==> config.mk <==
export PLATFORM = sky130hd
export DESIGN_NAME = openofdm_rx_seq_ctrl
export DESIGN_NICKNAME = d
export VERILOG_FILES = /design/src/rtl/openofdm_rx_seq_ctrl.sv
export SDC_FILE = /design/constraint.sdc
export NUM_CORES = 1
export LEC_CHECK = 0
export CORE_MARGIN = 5
export CORE_UTILIZATION = 52
export CTS_BUF_LIST = sky130_fd_sc_hd__clkbuf_16
export DETAILED_ROUTE_END_ITERATION = 8
export GPL_TIMING_DRIVEN = 0
export PLACE_DENSITY = 0.85
export SLEW_MARGIN = 20
export SYNTH_ARGS = -nofsm -noshare
export SYNTH_HDL_FRONTEND = slang
export SYNTH_SLANG_ARGS = --single-unit
==> constraint.sdc <==
create_clock -name s00_axi_aclk -period 3.8 [get_ports s00_axi_aclk]
set_input_delay 0.95 -clock s00_axi_aclk [delete_from_list [all_inputs] [get_ports s00_axi_aclk]]
set_output_delay 0.95 -clock s00_axi_aclk [all_outputs]
set_load 0.005 [all_outputs]
==> src/rtl/openofdm_rx_seq_ctrl.sv <==
// Receive-sequence supervisor for openofdm_rx: tracks each packet phase and requests a dot11 reset on stall/bad header.
// Optional statistics counters are enabled by defining OPENOFDM_RX_SEQ_STAT_CNT_EN.
module openofdm_rx_seq_ctrl #(
    parameter int TMO_WIDTH     = 16,
    parameter int RST_PULSE_LEN = 4,
    parameter int CNT_WIDTH     = 16
) (
    input  logic                 s00_axi_aclk,
    input  logic                 s00_axi_aresetn,
    input  logic                 enable,
    input  logic                 sample_in_strobe,
    input  logic                 short_preamble_detected,
    input  logic                 long_preamble_detected,
    input  logic                 pkt_header_valid_strobe,
    input  logic                 pkt_header_valid,
    input  logic                 ht_unsupport,
    input  logic [14:0]          n_ofdm_sym,
    input  logic                 phy_len_valid,
    input  logic                 ofdm_symbol_eq_out_pulse,
    input  logic                 fcs_out_strobe,
    input  logic                 fcs_ok,
`ifdef OPENOFDM_RX_SEQ_STAT_CNT_EN
    input  logic                 stat_clr,
    output logic [CNT_WIDTH-1:0] pkt_ok_cnt,
    output logic [CNT_WIDTH-1:0] pkt_fcs_err_cnt,
    output logic [CNT_WIDTH-1:0] abort_cnt,
`endif
    input  logic [TMO_WIDTH-1:0] long_tmo_th,
    input  logic [TMO_WIDTH-1:0] hdr_tmo_th,
    input  logic [TMO_WIDTH-1:0] sym_tmo_th,
    output logic                 receiver_rst,
    output logic [2:0]           seq_state,
    output logic [2:0]           abort_code,
    output logic                 pkt_done_strobe,
    output logic                 pkt_fcs_ok
);

    localparam int RCW = (RST_PULSE_LEN < 1) ? 1 : $clog2(RST_PULSE_LEN + 1);

    typedef enum logic [2:0] {
        S_IDLE      = 3'd0,
        S_WAIT_LONG = 3'd1,
        S_WAIT_HDR  = 3'd2,
        S_WAIT_LEN  = 3'd3,
        S_DATA      = 3'd4,
        S_WAIT_FCS  = 3'd5,
        S_RESET     = 3'd6
    } state_t;

    state_t               state, next_state;
    logic [TMO_WIDTH-1:0] timer;
    logic [14:0]          sym_cnt;
    logic [14:0]          n_lat;
    logic [RCW-1:0]       rst_cnt;
    logic                 rst_q;

    logic [TMO_WIDTH-1:0] tmo_th;
    logic [2:0]           tmo_code;
    logic                 tmo_hit;
    logic                 abort_go;
    logic [2:0]           abort_nxt;
    logic                 done_go;
    logic                 len_go;
    logic                 sym_go;

    always_comb begin
        tmo_th   = '0;
        tmo_code = 3'd0;
        case (state)
            S_WAIT_LONG: begin
                tmo_th   = long_tmo_th;
                tmo_code = 3'd1;
            end
            S_WAIT_HDR, S_WAIT_LEN: begin
                tmo_th   = hdr_tmo_th;
                tmo_code = 3'd2;
            end
            S_DATA, S_WAIT_FCS: begin
                tmo_th   = sym_tmo_th;
                tmo_code = 3'd5;
            end
            default: ;
        endcase
        tmo_hit = (tmo_th != '0) && (timer == tmo_th);
    end

    // Each state checks its progress event first so a same-cycle timeout never aborts.
    always_comb begin
        next_state = state;
        abort_go   = 1'b0;
        abort_nxt  = abort_code;
        done_go    = 1'b0;
        len_go     = 1'b0;
        sym_go     = 1'b0;
        case (state)
            S_IDLE: begin
                if (short_preamble_detected) next_state = S_WAIT_LONG;
            end
            S_WAIT_LONG: begin
                if (long_preamble_detected) next_state = S_WAIT_HDR;
                else if (tmo_hit) begin
                    abort_go  = 1'b1;
                    abort_nxt = tmo_code;
                end
            end
            S_WAIT_HDR: begin
                if (pkt_header_valid_strobe) begin
                    if (!pkt_header_valid) begin
                        abort_go  = 1'b1;
                        abort_nxt = 3'd3;
                    end else if (ht_unsupport) begin
                        abort_go  = 1'b1;
                        abort_nxt = 3'd4;
                    end else begin
                        next_state = S_WAIT_LEN;
                    end
                end else if (tmo_hit) begin
                    abort_go  = 1'b1;
                    abort_nxt = tmo_code;
                end
            end
            S_WAIT_LEN: begin
                if (phy_len_valid) begin
                    len_go     = 1'b1;
                    next_state = (n_ofdm_sym == 15'd0) ? S_WAIT_FCS : S_DATA;
                end else if (tmo_hit) begin
                    abort_go  = 1'b1;
                    abort_nxt = tmo_code;
                end
            end
            S_DATA: begin
                if (fcs_out_strobe) begin
                    done_go    = 1'b1;
                    next_state = S_IDLE;
                end else if (ofdm_symbol_eq_out_pulse) begin
                    sym_go = 1'b1;
                    if (sym_cnt + 15'd1 == n_lat) next_state = S_WAIT_FCS;
                end else if (tmo_hit) begin
                    abort_go  = 1'b1;
                    abort_nxt = tmo_code;
                end
            end
            S_WAIT_FCS: begin
                if (fcs_out_strobe) begin
                    done_go    = 1'b1;
                    next_state = S_IDLE;
                end else if (!ofdm_symbol_eq_out_pulse && tmo_hit) begin
                    abort_go  = 1'b1;
                    abort_nxt = tmo_code;
                end
            end
            S_RESET: begin
                if (rst_cnt == RCW'(RST_PULSE_LEN)) next_state = S_IDLE;
            end
            default: next_state = S_IDLE;
        endcase
        if (abort_go) next_state = S_RESET;
        if (!enable) begin
            next_state = S_IDLE;
            abort_go   = 1'b0;
            abort_nxt  = abort_code;
            done_go    = 1'b0;
            len_go     = 1'b0;
            sym_go     = 1'b0;
        end
    end

    always_ff @(posedge s00_axi_aclk) begin
        if (!s00_axi_aresetn) begin
            state           <= S_IDLE;
            timer           <= '0;
            sym_cnt         <= '0;
            n_lat           <= '0;
            rst_cnt         <= '0;
            rst_q           <= 1'b0;
            abort_code      <= 3'd0;
            pkt_done_strobe <= 1'b0;
            pkt_fcs_ok      <= 1'b0;
        end else begin
            state <= next_state;
            if (next_state != state || ofdm_symbol_eq_out_pulse) timer <= '0;
            else if (sample_in_strobe && timer != '1) timer <= timer + 1'b1;
            if (len_go) begin
                n_lat   <= n_ofdm_sym;
                sym_cnt <= '0;
            end else if (sym_go) begin
                sym_cnt <= sym_cnt + 15'd1;
            end
            // The pulse starts on the first RESET cycle's edge and ends on the edge that returns to IDLE.
            if (state == S_RESET && next_state == S_RESET) begin
                rst_cnt <= rst_cnt + 1'b1;
                rst_q   <= 1'b1;
            end else begin
                rst_cnt <= '0;
                rst_q   <= 1'b0;
            end
            abort_code      <= abort_nxt;
            pkt_done_strobe <= done_go;
            if (done_go) pkt_fcs_ok <= fcs_ok;
        end
    end

`ifdef OPENOFDM_RX_SEQ_STAT_CNT_EN
    always_ff @(posedge s00_axi_aclk) begin
        if (!s00_axi_aresetn || stat_clr) begin
            pkt_ok_cnt      <= '0;
            pkt_fcs_err_cnt <= '0;
            abort_cnt       <= '0;
        end else begin
            if (done_go && fcs_ok && pkt_ok_cnt != '1) pkt_ok_cnt <= pkt_ok_cnt + 1'b1;
            if (done_go && !fcs_ok && pkt_fcs_err_cnt != '1) pkt_fcs_err_cnt <= pkt_fcs_err_cnt + 1'b1;
            if (abort_go && abort_cnt != '1) abort_cnt <= abort_cnt + 1'b1;
        end
    end
`endif

    // Gated so that dropping enable releases dot11 without waiting for a clock edge.
    assign receiver_rst = rst_q & enable & s00_axi_aresetn;
    assign seq_state    = state;

endmodule

==> results.txt <==
For the worst setup path, the data arrival time is 4.00 ns. The routability-driven placement congestion ratio is 0.976. After detailed routing, the met3 layer carries 1.63 mm of wire. In this run the vertical extent of the chip is 103 um. The per-instance average area after synthesis is 7.37 um2, and the antenna diode count is 0.

The cell count after synthesis came out at 605. The total overflow left after global routing is 0. For this design, the slowest cell found on the critical path is sky130_fd_sc_hd__or4_1.

The multi-input combinational cell area was 0.00309 mm2; the clock network latency to the later pin of the worst-skew pair was 0.33 ns. Across the whole layout, storage elements account for 0.00116 mm2. The worst setup skew after layout was 0.00551 ns; the average via count per standard cell was 6.46. Final hold analysis gives a worst-case slack of 0.469 ns. The count of fill cells added during filler insertion is 678. The clock passes through at most 2 buffers.

The worst slew margin relative to its limit is 50.7%, and the final count of hold timing violations is 0. The endpoint required time on the critical path was 4.01 ns; the count of buffers from port buffering was 84. 85 I/O pins were placed. The static leakage power was 1.94 nW. The number of clock sinks is 58, and the total wirelength of the detailed-routed design is 16.3 mm.

Of all nets on the critical path, the largest fanout is 7. Setup violations remaining at the end of the flow were counted as 0. For the pin with the worst max-slew slack, the measured transition is 0.732 ns. During synthesis, Yosys emitted a total of 0 warnings. The root buffer cell chosen for the clock tree is sky130_fd_sc_hd__clkbuf_16. The number of global-route vias before repair is 4943. The power density over cell area is 287 mW/mm2. The count of cell types in the netlist is 68.

The run gives 5 as the detailed-router iteration count before antenna repair. Relative to the synthesized area, the layout overhead comes to 30.5%. Worst ir drop on vdd: 0.000222 V.

The clock tree synthesis step divided the H-tree into 3 levels. TritonCTS created 9 clock buffers. Once routing completed, OpenROAD measured the worst setup slack at 0.00682 ns. STA classifies the critical path endpoint as a register. The critical path contains buffers and inverters numbering 5 combined. After detailed routing, the number of remaining DRC violations is 0. The run gives 586 as the number of design-rule violations left by the first detailed-router iteration. Final cell count without fillers: 814. In this design, the largest share of critical-path delay is due to buffers and inverters.

The share of synthesized flip-flops with an asynchronous set or reset is 0%. The first global-routing pass estimated 25.2 mm of wire. TritonCTS built the clock tree. After legalization and detailed placement, the total HPWL measured 12.4 mm.

Entering global routing, the biggest net connects 20 pins. Summing every instance area after synthesis gives 0.00446 mm2. Of the cells placed in the final design, the portion with a size suffix greater than 1 is 7.33%. In the post-synthesis netlist, the biggest area contributors are sky130_fd_sc_hd__dfxtp_1 (26%), sky130_fd_sc_hd__xnor2_1 (7.5%), sky130_fd_sc_hd__nor2_1 (5.2%), sky130_fd_sc_hd__nand3_1 (4.3%), sky130_fd_sc_hd__nand2_1 (4.1%). The tools report the routed wire length on met2 as 7.90 mm.

The count of final max-slew check failures is 0. STA classifies the critical path startpoint as an input port. The wire length per cell after detailed routing is 20.0 um, and the starting density of the core is 53.7%. The area of placed instances was 0.00543 mm2.

The min-delay analysis places its worst path in the category register to register. The number of nets in the synthesized netlist is 685. Kind of critical path: input port to register. The quantity of hold-fixing buffers added after cts came out at 0. Area of all placed cells without fillers: 0.00582 mm2.

Top metal layer carrying routed signals: met4. The run finished with clean final reports. Synthesis inferred 58 register bits. The register area share after synthesis is 26.0%. Number of standard-cell rows in the floorplan: 33. The die area came out at 0.0105 mm2. The clock edge transition at the registers on the reported setup and hold paths is 0.05 ns. Walking the worst path, the cells encountered are clkdlybuf4s50_1 > or4_1 > buf_2 > nor4_4 > nand3_1 > a2111oi_4 > a31oi_4 > buf_4 > a2111oi_4 > buf_4 > buf_2 > nor4_1.

At the end of the flow, the number of nets in the layout was 784. The die width was 103 um; the total global routing track utilization was 30.5%. Max-cap violations in this run came to 0. Power comes to 1.67 mW.

In the synthesized netlist the dominant register cell turns out to be sky130_fd_sc_hd__dfxtp_1. After detailed routing, the wire length on met1 is 6.38 mm. For the final routed database, the setup TNS stands at 0 ns. The post-place setup slack was -0.570 ns; the ratio of final minimum period to clock period was 99.8%.

The cell accounting for the most synthesized area is sky130_fd_sc_hd__dfxtp_1. Delay of the slowest cell on the worst path: 0.53 ns. The logs give 0 for the number of antenna violations at the first check in global routing and 5262 for the vias after detailed routing. The run gives 0 as the antenna violation net count after detailed routing. Timing would allow up to 264 MHz.

Counting flops with a built-in enable in the synthesized netlist gives 0. Including well taps, the total number of placed cells is 794. The post-layout minimum cycle time was 3.79 ns. The top cell type by area accounts for 26.0% of the synthesized area. Once layout is complete, the utilization of the core stands at 70.1%.

The area of the core region is 0.00830 mm2.
## kinds of logic (layout without fill, tap and decap cells)
| kind of cell | Yosys count | in the layout | synth area share [%] |
|---|---|---|---|
| DFF | 58 | 58 | 26.0 |
| buffers and inverters | 67 | 171 | 6.48 |
| and+or+nand+nor | 276 | 276 | 33.1 |
| muxes | 2 | 2 | 0.449 |
| adders and majority gates | 4 | 4 | 1.12 |
| AOI/OAI and AO/OA | 141 | 141 | 21.7 |
| xor gates and xnor gates | 57 | 57 | 11.2 |
## final timing paths
| kind | start | endpoint | slack, ns | cells past startpoint |
|---|---|---|---|---|
| worst max register to register | sym_cnt[0] | timer[3] | 0.25 | 13 |
| worst max-delay path | fcs_out_strobe | timer[3] | 0.007 | 12 |
| worst min-delay path | n_lat[10] | n_lat[10] | 0.47 | 2 |
| worst min register to register | n_lat[10] | n_lat[10] | 0.47 | 2 |
## power by group
part	total, mW	switching (mW)	internal (mW)
Sequential	0.617	0.00501	0.612
Clock	0.738	0.300	0.438
Combinational	0.316	0.162	0.154
## metal layers
layer,up-vias,track usage [%]
li1,2412,-
met1,2473,39.2
met2,324,51.3
met3,53,6.63
met4,0,9.18
met5,-,0
## cell usage after synthesis, types with 3 or more instances
library cell	count
sky130_fd_sc_hd__a31oi_1	17
sky130_fd_sc_hd__dfxtp_1	58
sky130_fd_sc_hd__inv_1	23
sky130_fd_sc_hd__xnor2_1	38
sky130_fd_sc_hd__and4_1	5
sky130_fd_sc_hd__nor2_1	62
sky130_fd_sc_hd__or2_2	3
sky130_fd_sc_hd__a22o_1	3
sky130_fd_sc_hd__nor4_1	23
sky130_fd_sc_hd__clkbuf_1	29
sky130_fd_sc_hd__nand4_1	15
sky130_fd_sc_hd__ha_1	4
sky130_fd_sc_hd__buf_6	3
sky130_fd_sc_hd__nand3_1	38
sky130_fd_sc_hd__nor4bb_1	6
sky130_fd_sc_hd__a211oi_1	9
sky130_fd_sc_hd__or3_1	5
sky130_fd_sc_hd__nor3_1	11
sky130_fd_sc_hd__a221oi_1	6
sky130_fd_sc_hd__o211ai_1	7
sky130_fd_sc_hd__buf_2	8
sky130_fd_sc_hd__or4_1	5
sky130_fd_sc_hd__nor4b_1	4
sky130_fd_sc_hd__and2_1	5
sky130_fd_sc_hd__a21oi_1	34
sky130_fd_sc_hd__a22oi_1	8
sky130_fd_sc_hd__xor2_1	19
sky130_fd_sc_hd__nand2_1	49
sky130_fd_sc_hd__and3_1	7
sky130_fd_sc_hd__o32ai_1	3
sky130_fd_sc_hd__nand2b_1	6
sky130_fd_sc_hd__a2111oi_0	5
sky130_fd_sc_hd__nand3b_1	5
sky130_fd_sc_hd__nor2b_1	19
sky130_fd_sc_hd__o21ai_0	22
## area by class of cell
class                      count  area share (%)
buffer                        43            3.46
clock buffer                   9            3.87
clock inverter                 7           0.774
inverter                      23            1.48
multi-input combinational    480            53.1
sequential                    58            19.9
tap                          105            2.26
timing repair buffer          89            15.1
## sequential cells by signal (all words and copies together), names as in the netlist
name / cells
sym_cnt: 15
pkt_fcs_ok: 1
n_lat: 15
seq_state: 3
rst_cnt: 3
abort_code: 3
pkt_done_strobe: 1
timer: 16
rst_q: 1
## worst register-to-register path, cell delays in order (launching register included)
cell and delay (ns):
sky130_fd_sc_hd__dfxtp_1 0.43, sky130_fd_sc_hd__ha_1 0.33, sky130_fd_sc_hd__nand4_1 0.19, sky130_fd_sc_hd__or4_1 0.44, sky130_fd_sc_hd__clkbuf_1 0.18, sky130_fd_sc_hd__xor2_1 0.18, sky130_fd_sc_hd__nand3_1 0.15, sky130_fd_sc_hd__a2111oi_4 0.45
sky130_fd_sc_hd__a31oi_4 0.18, sky130_fd_sc_hd__buf_4 0.18, sky130_fd_sc_hd__a2111oi_4 0.28, sky130_fd_sc_hd__buf_4 0.21, sky130_fd_sc_hd__buf_2 0.17, sky130_fd_sc_hd__nor4_1 0.06
## placed cells by master (no fill, tap or decap), types with 4 or more instances in the layout
| cell type | synthesis | layout |
|---|---|---|
| sky130_fd_sc_hd__a2111oi_0 | 5 | 4 |
| sky130_fd_sc_hd__a211oi_1 | 9 | 9 |
| sky130_fd_sc_hd__a21oi_1 | 34 | 34 |
| sky130_fd_sc_hd__a221oi_1 | 6 | 6 |
| sky130_fd_sc_hd__a22oi_1 | 8 | 8 |
| sky130_fd_sc_hd__a31oi_1 | 17 | 16 |
| sky130_fd_sc_hd__and2_1 | 5 | 5 |
| sky130_fd_sc_hd__and3_1 | 7 | 7 |
| sky130_fd_sc_hd__and4_1 | 5 | 5 |
| sky130_fd_sc_hd__buf_2 | 8 | 10 |
| sky130_fd_sc_hd__buf_4 | 1 | 5 |
| sky130_fd_sc_hd__clkbuf_1 | 29 | 26 |
| sky130_fd_sc_hd__clkbuf_16 | 0 | 9 |
| sky130_fd_sc_hd__clkdlybuf4s50_1 | 0 | 82 |
| sky130_fd_sc_hd__dfxtp_1 | 58 | 58 |
| sky130_fd_sc_hd__ha_1 | 4 | 4 |
| sky130_fd_sc_hd__inv_1 | 23 | 23 |
| sky130_fd_sc_hd__nand2_1 | 49 | 49 |
| sky130_fd_sc_hd__nand2b_1 | 6 | 6 |
| sky130_fd_sc_hd__nand3_1 | 38 | 38 |
| sky130_fd_sc_hd__nand3b_1 | 5 | 5 |
| sky130_fd_sc_hd__nand4_1 | 15 | 15 |
| sky130_fd_sc_hd__nor2_1 | 62 | 62 |
| sky130_fd_sc_hd__nor2b_1 | 19 | 19 |
| sky130_fd_sc_hd__nor3_1 | 11 | 10 |
| sky130_fd_sc_hd__nor4_1 | 23 | 21 |
| sky130_fd_sc_hd__nor4b_1 | 4 | 4 |
| sky130_fd_sc_hd__nor4bb_1 | 6 | 6 |
| sky130_fd_sc_hd__o211ai_1 | 7 | 7 |
| sky130_fd_sc_hd__o21ai_0 | 22 | 22 |
| sky130_fd_sc_hd__or3_1 | 5 | 5 |
| sky130_fd_sc_hd__or4_1 | 5 | 5 |
| sky130_fd_sc_hd__xnor2_1 | 38 | 38 |
| sky130_fd_sc_hd__xor2_1 | 19 | 19 |
## timing repair
action	CTS	global route
cloned	0	1
buffers inserted	2	2
resized for setup	6	11
pin swaps	1	4
setup endpoints to repair	17	19
No activity file was read; power rests on OpenSTA's default activity.
